`config.mk`:
```
export PLATFORM = sky130hd
export DESIGN_NAME = vga_scan_ctrl
export DESIGN_NICKNAME = d
export VERILOG_FILES = /design/src/rtl/vga_pkg.sv /design/src/rtl/vga_axis_counter.sv /design/src/rtl/vga_scan_ctrl.sv
export SDC_FILE = /design/constraint.sdc
export NUM_CORES = 1
export LEC_CHECK = 0
export BUFFER_PORTS_ARGS = -buffer_cell sky130_fd_sc_hd__buf_2
export CORE_ASPECT_RATIO = 0.9
export CORE_MARGIN = 1
export CORE_UTILIZATION = 55
export CTS_CLUSTER_DIAMETER = 40
export DETAILED_ROUTE_END_ITERATION = 16
export GPL_TIMING_DRIVEN = 0
export PLACE_DENSITY = 0.85
export SLEW_MARGIN = 20
export SYNTH_ARGS = -nofsm -noshare
export SYNTH_HDL_FRONTEND = slang
export SYNTH_SLANG_ARGS = --single-unit
```
`constraint.sdc`:
```
create_clock -name iClk -period 4.4 [get_ports iClk]
set_input_delay 0.88 -clock iClk [delete_from_list [all_inputs] [get_ports iClk]]
set_output_delay 0.88 -clock iClk [all_outputs]
set_load 0.05 [all_outputs]
```
`src/rtl/vga_pkg.sv`:
```
// vga_pkg
// Shared constants for the VGA scan controller: the default 640x480@60
// timing (active, front porch, sync, back porch on each axis), the derived
// line/frame totals, the default pixel address width and the sync polarity.
package vga_pkg;

  localparam int DEF_ADDR_WIDTH = 11;

  localparam int DEF_H_ACT  = 640;
  localparam int DEF_H_FP   = 16;
  localparam int DEF_H_SYNC = 96;
  localparam int DEF_H_BP   = 48;

  localparam int DEF_V_ACT  = 480;
  localparam int DEF_V_FP   = 10;
  localparam int DEF_V_SYNC = 2;
  localparam int DEF_V_BP   = 33;

  localparam int DEF_H_TOTAL = DEF_H_ACT + DEF_H_FP + DEF_H_SYNC + DEF_H_BP;
  localparam int DEF_V_TOTAL = DEF_V_ACT + DEF_V_FP + DEF_V_SYNC + DEF_V_BP;

  // Level driven on oHS/oVS while the sync pulse is asserted.
  localparam logic SYNC_ACTIVE = 1'b0;

endpackage

```
`src/rtl/vga_axis_counter.sv`:
```
// vga_axis_counter
// One scan axis (horizontal or vertical). Counts 0..total-1 while iEn is
// high and decodes the active and sync regions. Count 0 is the first active
// position, followed by front porch, sync and back porch.
//
// Ports
//   iClk    : clock, rising edge
//   iRst    : asynchronous active-high reset, clears the count
//   iEn     : advance the count on this edge
//   oCnt    : current position on the axis
//   oWrap   : high while oCnt is the last position (next advance wraps to 0)
//   oActive : oCnt lies in the active region
//   oSync   : oCnt lies in the sync region (raw, active-high)
module vga_axis_counter #(
  parameter int active = 640,
  parameter int fp     = 16,
  parameter int sync   = 96,
  parameter int bp     = 48,
  localparam int total    = active + fp + sync + bp,
  localparam int cntWidth = $clog2(total)
) (
  input  logic                iClk,
  input  logic                iRst,
  input  logic                iEn,
  output logic [cntWidth-1:0] oCnt,
  output logic                oWrap,
  output logic                oActive,
  output logic                oSync
);

  assign oWrap   = (oCnt == cntWidth'(total - 1));
  assign oActive = (oCnt < cntWidth'(active));
  assign oSync   = (oCnt >= cntWidth'(active + fp)) &&
                   (oCnt <  cntWidth'(active + fp + sync));

  // Position counter; holds whenever the axis is not enabled.
  always_ff @(posedge iClk or posedge iRst) begin
    if (iRst) begin
      oCnt <= '0;
    end else if (iEn) begin
      oCnt <= oWrap ? '0 : oCnt + cntWidth'(1);
    end
  end

endmodule

```
`src/rtl/vga_scan_ctrl.sv`:
```
// vga_scan_ctrl
// VGA raster scan controller. Walks the frame one pixel per enabled cycle,
// presents the pixel address to an external combinational pixel source and
// registers the returned colour together with sync, blank and frame-start
// flags so that every output refers to the same pixel, one enabled cycle
// after the counters pointed at it.
//
// Ports
//   iClk, iRst             : pixel clock / asynchronous active-high reset
//   iPixEn                 : pixel enable; nothing advances while low
//   oHAddr, oVAddr         : pixel address to the source (0 outside active)
//   iRed, iGreen, iBlue    : colour returned by the source for that address
//   oVGA_R, oVGA_G, oVGA_B : registered colour to the DAC (0 in blanking)
//   oHS, oVS               : active-low sync pulses
//   oBlank_n               : high while the output pixel is active
//   oFrameStart            : high for the output pixel (0,0)
module vga_scan_ctrl
  import vga_pkg::*;
#(
  parameter int addrWidth = DEF_ADDR_WIDTH,
  parameter int H_ACT     = DEF_H_ACT,
  parameter int H_FP      = DEF_H_FP,
  parameter int H_SYNC    = DEF_H_SYNC,
  parameter int H_BP      = DEF_H_BP,
  parameter int V_ACT     = DEF_V_ACT,
  parameter int V_FP      = DEF_V_FP,
  parameter int V_SYNC    = DEF_V_SYNC,
  parameter int V_BP      = DEF_V_BP
) (
  input  logic                 iClk,
  input  logic                 iRst,
  input  logic                 iPixEn,
  output logic [addrWidth-1:0] oHAddr,
  output logic [addrWidth-1:0] oVAddr,
  input  logic [7:0]           iRed,
  input  logic [7:0]           iGreen,
  input  logic [7:0]           iBlue,
  output logic [7:0]           oVGA_R,
  output logic [7:0]           oVGA_G,
  output logic [7:0]           oVGA_B,
  output logic                 oHS,
  output logic                 oVS,
  output logic                 oBlank_n,
  output logic                 oFrameStart
);

  localparam int H_TOTAL = H_ACT + H_FP + H_SYNC + H_BP;
  localparam int V_TOTAL = V_ACT + V_FP + V_SYNC + V_BP;
  localparam int H_W     = $clog2(H_TOTAL);
  localparam int V_W     = $clog2(V_TOTAL);

  logic [H_W-1:0] hCnt;
  logic [V_W-1:0] vCnt;
  logic hWrap, hActive, hSyncRaw;
  logic vWrap, vActive, vSyncRaw;
  logic vEn;
  logic active;
  logic atOrigin;

  // The vertical axis steps once per line, on the edge where the
  // horizontal axis wraps.
  assign vEn = iPixEn & hWrap;

  vga_axis_counter #(
    .active(H_ACT), .fp(H_FP), .sync(H_SYNC), .bp(H_BP)
  ) hAxis (
    .iClk(iClk), .iRst(iRst), .iEn(iPixEn),
    .oCnt(hCnt), .oWrap(hWrap), .oActive(hActive), .oSync(hSyncRaw)
  );

  vga_axis_counter #(
    .active(V_ACT), .fp(V_FP), .sync(V_SYNC), .bp(V_BP)
  ) vAxis (
    .iClk(iClk), .iRst(iRst), .iEn(vEn),
    .oCnt(vCnt), .oWrap(vWrap), .oActive(vActive), .oSync(vSyncRaw)
  );

  assign active = hActive & vActive;

  // Addresses follow the counters directly so the source has a full cycle
  // to return the colour; outside the active area they are parked at 0.
  assign oHAddr = active ? addrWidth'(hCnt) : '0;
  assign oVAddr = active ? addrWidth'(vCnt) : '0;

  // Output stage. atOrigin tracks "counters are at (0,0)": it is set by
  // reset and re-armed on the enabled edge where both axes wrap together,
  // which is exactly when the counters return to the origin.
  always_ff @(posedge iClk or posedge iRst) begin
    if (iRst) begin
      oVGA_R      <= 8'h00;
      oVGA_G      <= 8'h00;
      oVGA_B      <= 8'h00;
      oHS         <= ~SYNC_ACTIVE;
      oVS         <= ~SYNC_ACTIVE;
      oBlank_n    <= 1'b0;
      oFrameStart <= 1'b0;
      atOrigin    <= 1'b1;
    end else if (iPixEn) begin
      oVGA_R      <= active ? iRed   : 8'h00;
      oVGA_G      <= active ? iGreen : 8'h00;
      oVGA_B      <= active ? iBlue  : 8'h00;
      oHS         <= hSyncRaw ? SYNC_ACTIVE : ~SYNC_ACTIVE;
      oVS         <= vSyncRaw ? SYNC_ACTIVE : ~SYNC_ACTIVE;
      oBlank_n    <= active;
      oFrameStart <= atOrigin;
      atOrigin    <= hWrap & vWrap;
    end
  end

endmodule

```
# Yosys cells after proc, flatten, opt, wreduce, memory -nomap -nowiden
# Index checks and enable logic that the tools add are counted.
dict set report word_totals {
  elab_cells 34
  regBits 49
  out_inout_bits 50
  input_bits 27
}
dict set report op_classes {
  bitwise 3
  order_cmp 6
  muxes 9
  n_reduce_logical 2
  add_sub_neg 2
  n_eq_ne 2
}
# op count
set op_table {}
lappend op_table {{$mux 10} 4}
lappend op_table {{$mux 8} 3}
lappend op_table {{$add 10x1->10 const B} 2}
lappend op_table {{$eq 10x10->1 const B} 2}
lappend op_table {{$lt 10x10->1 const B} 2}
lappend op_table {{$lt 10x9->1 const B} 2}
lappend op_table {{$ge 10x10->1 const B} 1}
lappend op_table {{$ge 10x9->1 const B} 1}
lappend op_table {{$and 1x1->1} 3}
lappend op_table {{$logic_and 1x1->1} 2}
lappend op_table {{$mux 1} 2}

# Longest topological paths before layout
dict set report logic_depth {
  depth_word 3
  ltp_mapped 6
  ltp_nobuf 6
}

# By module
# From an unflattened synthesis, not the netlist that was laid out.
dict set report unflattened {
  hier_cells 244
  hier_area_um2 2616.3
}
# module seq_area_each_um2 area_per_inst_um2 cells_each n_inst
set by_module_without_submodules {}
lappend by_module_without_submodules {vga_scan_ctrl 729.4 1477.7 123 1}
lappend by_module_without_submodules {{vga_axis_counter at vAxis} 250.2 575.6 61 1}
lappend by_module_without_submodules {{vga_axis_counter at hAxis} 250.2 563.0 60 1}

# Worst setup path before layout
# OpenSTA, ideal clock, no wires.
dict set report synth_timing {
  kind {register to output}
  startpoint {register hAxis.oCnt[7]}
  endpoint {output port oVAddr[3]}
  arrival_ns 1.468
  stages_incl_launch_ff 5
  required_ns 3.520
  slack_ns 2.052
  path_buffers 1
  path_cell_list {dfrtp_1 -> o21ai_0 -> and3b_1 -> clkbuf_1 -> and2_1}
}
dict set report synth_via {
  elab_chain_cells 3
}
# item line
set synth_lines {}
lappend synth_lines {{from (decl)} vga_axis_counter.sv:25} ;# output logic [cntWidth-1:0] oCnt,
lappend synth_lines {{from (signal assigned)} vga_axis_counter.sv:41} ;# oCnt <= oWrap ? '0 : oCnt + cntWidth'(1);
lappend synth_lines {{$lt 10x10->1} vga_axis_counter.sv:32} ;# assign oActive = (oCnt < cntWidth'(active));
lappend synth_lines {{$and 1x1->1} vga_scan_ctrl.sv:78} ;# assign active = hActive & vActive;
lappend synth_lines {{$mux 10} vga_scan_ctrl.sv:83} ;# assign oVAddr = active ? addrWidth'(vCnt) : '0;
lappend synth_lines {{to (decl)} vga_scan_ctrl.sv:34} ;# output logic [addrWidth-1:0] oVAddr,
# No other way between the ends.

# Worst setup path in the final report
# Same ends and word-level chain as after synthesis.

==> flow_metrics.py <==
metrics = {
    "status": {
        "run_status": "complete, no violations",
    },
    "power": {
        "totalPowerFinal_w": 0.001161,
        "leak_pwr_nw": 1.548,
        "power.ir.vdd_worst_mv": 0.2507,
        "p_per_cell_area_nw_per_um2": 386.8,
    },
    "place": {
        "place.port_buffers": 73,
        "detailedPlace.worstSlack_ns": 1.784,
        "hpwlAfterDp_um": 4050,
        "routabilityCongestion": 0.8328,
    },
    "setup_path": {
        "worstSetupStartpointType": "flop",
        "critical_path.max_fanout": 10,
        "slowest_delay_ns": 0.45,
        "cp_data_arrival_time_ns": 2.06,
        "cp_cell_sequence": "o21ai_0, and3b_1, clkbuf_1, and2_1, buf_2",
        "timing.critical_path.slowest_stage_cell": "sky130_fd_sc_hd__dfrtp_1",
        "path_class": "reg -> out",
        "critical_path.top_delay_family": "buffers and inverters",
        "timing.critical_path.buf_inv": 2,
        "worstSetupEndpointType": "output port",
        "critical_path_required_ns": 3.52,
    },
    "final_layout": {
        "layout.nets": 377,
        "num-fill-cells": 314,
        "antennaDiodeCount": 0,
        "drive_above_1_share_pct": 28.82,
        "areaGrowthSynthToFinish_pct": 23.20,
    },
    "clocking": {
        "cts_root_buf": "sky130_fd_sc_hd__clkbuf_8",
        "cts_buffers": 5,
        "cts_setup_buffers": 0,
        "cts.hold.buffers_added": 0,
        "numClockSinks": 49,
        "cts_tree": "built",
        "clkSlewWorstSetupHoldPaths_ns": 0.08,
        "postCtsResizedCells": 0,
        "cts.htree.levels": 2,
        "cts_buffer_depth": 2,
        "worstSkewPairLatency_ns": 0.29,
    },
    "synth": {
        "synth_common_cells": "46 x sky130_fd_sc_hd__dfrtp_1, 34 x sky130_fd_sc_hd__o21ai_0, 33 x sky130_fd_sc_hd__inv_1, 30 x sky130_fd_sc_hd__nand3_1, 15 x sky130_fd_sc_hd__nor2_1",
        "synthesized_instance_count": 263,
        "number_of_enable_flip_flop_cells_after_synthesis": 0,
        "synth.avg_cell_area_um2": 9.267,
        "synth_adder_area_share_pct": 2.053,
        "asyncSetResetFlopFracSynth_pct": 100.0,
        "synth_area_um2": 2437,
        "muxShareOfSynthArea_pct": 0.9240,
        "yosys.area_share.xor_xnor_pct": 3.234,
        "synthMostInstantiatedCell": "sky130_fd_sc_hd__dfrtp_1",
        "post-synth-top-area-cell": "sky130_fd_sc_hd__dfrtp_1",
        "yosys_warnings": 0,
        "cell_types_occupying_the_most_area_after_synthesis": "sky130_fd_sc_hd__dfrtp_1 47%, sky130_fd_sc_hd__o21ai_0 7.0%, sky130_fd_sc_hd__nand3_1 6.2%",
        "main_combinational_cell_family_by_area_after_synthesis": "simple AND/OR/NAND/NOR gates",
        "ys_seq_elements": 49,
        "synth_top_flop_cell": "sky130_fd_sc_hd__dfrtp_1",
        "synth_simple_gate_area_share_pct": 23.82,
        "synth_compound_area_share_pct": 10.52,
        "synth_cell_types": 41,
        "synth-seq-area-share_pct": 50.46,
        "synth_top_cell_area_share_pct": 47.23,
    },
    "floorplan": {
        "fp.dieW_um": 72.17,
        "initial_utilization_pct": 58.64,
        "floorplan.die_area_um2": 4702,
        "core_area_um2": 4156,
        "die_y_um": 65.16,
        "placement_rows": 22,
        "design.portCount": 77,
    },
    "grt": {
        "antenna_found_initial": 0,
        "grt_start_max_net_pins": 27,
        "tot_gr_track_use_pct": 24.72,
        "global_route.overflow_total": 0,
        "grt_pass1_wl_um": 8921,
        "grt_pass1_vias": 2015,
    },
    "detailed_routing": {
        "drt_pass1_iterations": 4,
        "remaining_drc_errors": 0,
        "postRouteAntennaNets": 0,
        "first_iter_violations": 124,
        "drt_wl_total_um": 5453,
        "route.vias.total": 2140,
        "detail_route.wl_per_cell_um": 13.40,
        "via_per_inst": 5.258,
    },
    "sta": {
        "slew_margin_rel_pct": 45.78,
        "rsz0062_at_grt": "false",
        "transition_at_the_pin_with_the_smallest_max_transition_slack_ns": 0.8066,
        "clock_skew_ns": 0.005253,
        "timing_hold_violations_final": 0,
        "min_period_ns": 2.936,
        "timing.final.max_slew_violations": 0,
        "fin_setup_tns_ns": 0,
        "setup_viol": 0,
        "layout_worst_path_cycle_share_pct": 66.73,
        "achievable-frequency_ghz": 0.3406,
        "final.setup.worst_slack_ns": 1.464,
    },
    "run": {
        "maxCapViolations": 0,
    },
    "worst_hold_path": {
        "worstHoldPathType": "reg -> reg",
    },
}
through the flow:
step                      cells  util, %  cell area, um^2  hold WS [ns]
after floorplan             265        -             2445        0.4459
after CTS                   407    72.25             3003        0.4878
after global routing        407    72.25             3003        0.5219
after detailed placement    399    70.08             2913        0.4749
after global placement      398    69.42             2885        0.4613
final                       407    72.25             3003        0.4802
tightest hold or removal path, cell delays in order (launching register included):
cell                      delay [ns]
sky130_fd_sc_hd__dfstp_2        0.37
sky130_fd_sc_hd__inv_1          0.04
sky130_fd_sc_hd__o21ai_0        0.07
cells in the final DEF (no fill, tap or decap), types with 2 or more instances in the layout:
master	n
sky130_fd_sc_hd__a21oi_1	3
sky130_fd_sc_hd__a22o_1	4
sky130_fd_sc_hd__and2_1	13
sky130_fd_sc_hd__and3_1	4
sky130_fd_sc_hd__and3_2	2
sky130_fd_sc_hd__buf_2	73
sky130_fd_sc_hd__buf_4	3
sky130_fd_sc_hd__buf_6	2
sky130_fd_sc_hd__clkbuf_1	13
sky130_fd_sc_hd__clkbuf_8	6
sky130_fd_sc_hd__conb_1	3
sky130_fd_sc_hd__dfrtp_1	46
sky130_fd_sc_hd__dfstp_2	3
sky130_fd_sc_hd__ha_1	4
sky130_fd_sc_hd__inv_1	32
sky130_fd_sc_hd__mux2_2	2
sky130_fd_sc_hd__nand2_1	10
sky130_fd_sc_hd__nand3_1	30
sky130_fd_sc_hd__nand3b_1	2
sky130_fd_sc_hd__nand4_1	5
sky130_fd_sc_hd__nor2_1	15
sky130_fd_sc_hd__nor2b_1	3
sky130_fd_sc_hd__nor3_1	3
sky130_fd_sc_hd__nor3b_1	2
sky130_fd_sc_hd__nor4_1	2
sky130_fd_sc_hd__o21ai_0	34
sky130_fd_sc_hd__o22ai_1	2
sky130_fd_sc_hd__or3_1	2
sky130_fd_sc_hd__xnor2_1	7
sky130_fd_sc_hd__xor2_1	2
final timing paths:
kind	start	to	slack, ns	cells after the start
min in group asynchronous	iRst	oVGA_G[4]	0.63	2
setup / recovery	hAxis.oCnt[7]	oVAddr[3]	1.46	5
setup reg to reg	hAxis.oCnt[0]	vAxis.oCnt[8]	2.19	5
hold / removal	atOrigin	atOrigin	0.48	2
max in group asynchronous	iRst	oHS	3.18	3
hold reg to reg	atOrigin	atOrigin	0.48	2
state kept, by name (all words and copies together) (netlist names), 8 cells and up:
| register | flops |
|---|---|
| hAxis.oCnt | 10 |
| vAxis.oCnt | 10 |
| oVGA_B | 8 |
| oVGA_G | 8 |
| oVGA_R | 8 |
logic make-up (layout without fill, tap and decap cells):
logic type      Yosys count  after routing
compound gates           46             46
xor+xnor                  9              9
fa+ha+maj                 4              4
buf+inv                  50            132
flops                    49             49
mux                       2              2
other cells               1              3
simple gates            102            102
where the power goes:
group          internal (W)  switching (W)  total [W]
Sequential         0.000494      0.0000513   0.000545
Clock              0.000128       0.000138   0.000266
Combinational     0.0000949       0.000255   0.000350
final cells by class:
| cell class | instances | area (um^2) | area share, % |
|---|---|---|---|
| inverter | 33 | 123.9 | 4.125 |
| timing repair buffer | 74 | 392.9 | 13.08 |
| clock buffer | 8 | 90.09 | 3.000 |
| sequential | 49 | 1230 | 40.96 |
| buffer | 17 | 91.34 | 3.042 |
| tap | 60 | 75.07 | 2.500 |
| multi-input combinational | 166 | 999.7 | 33.29 |
layer usage:
metal	track usage [%]	wire, um	vias up
met2	39.95	2624	66
met3	5.061	264	10
li1	-	-	1038
met5	0	0	-
met1	32.51	2461	1026
met4	10.54	103	0
Power figures use the tool's default switching activity.
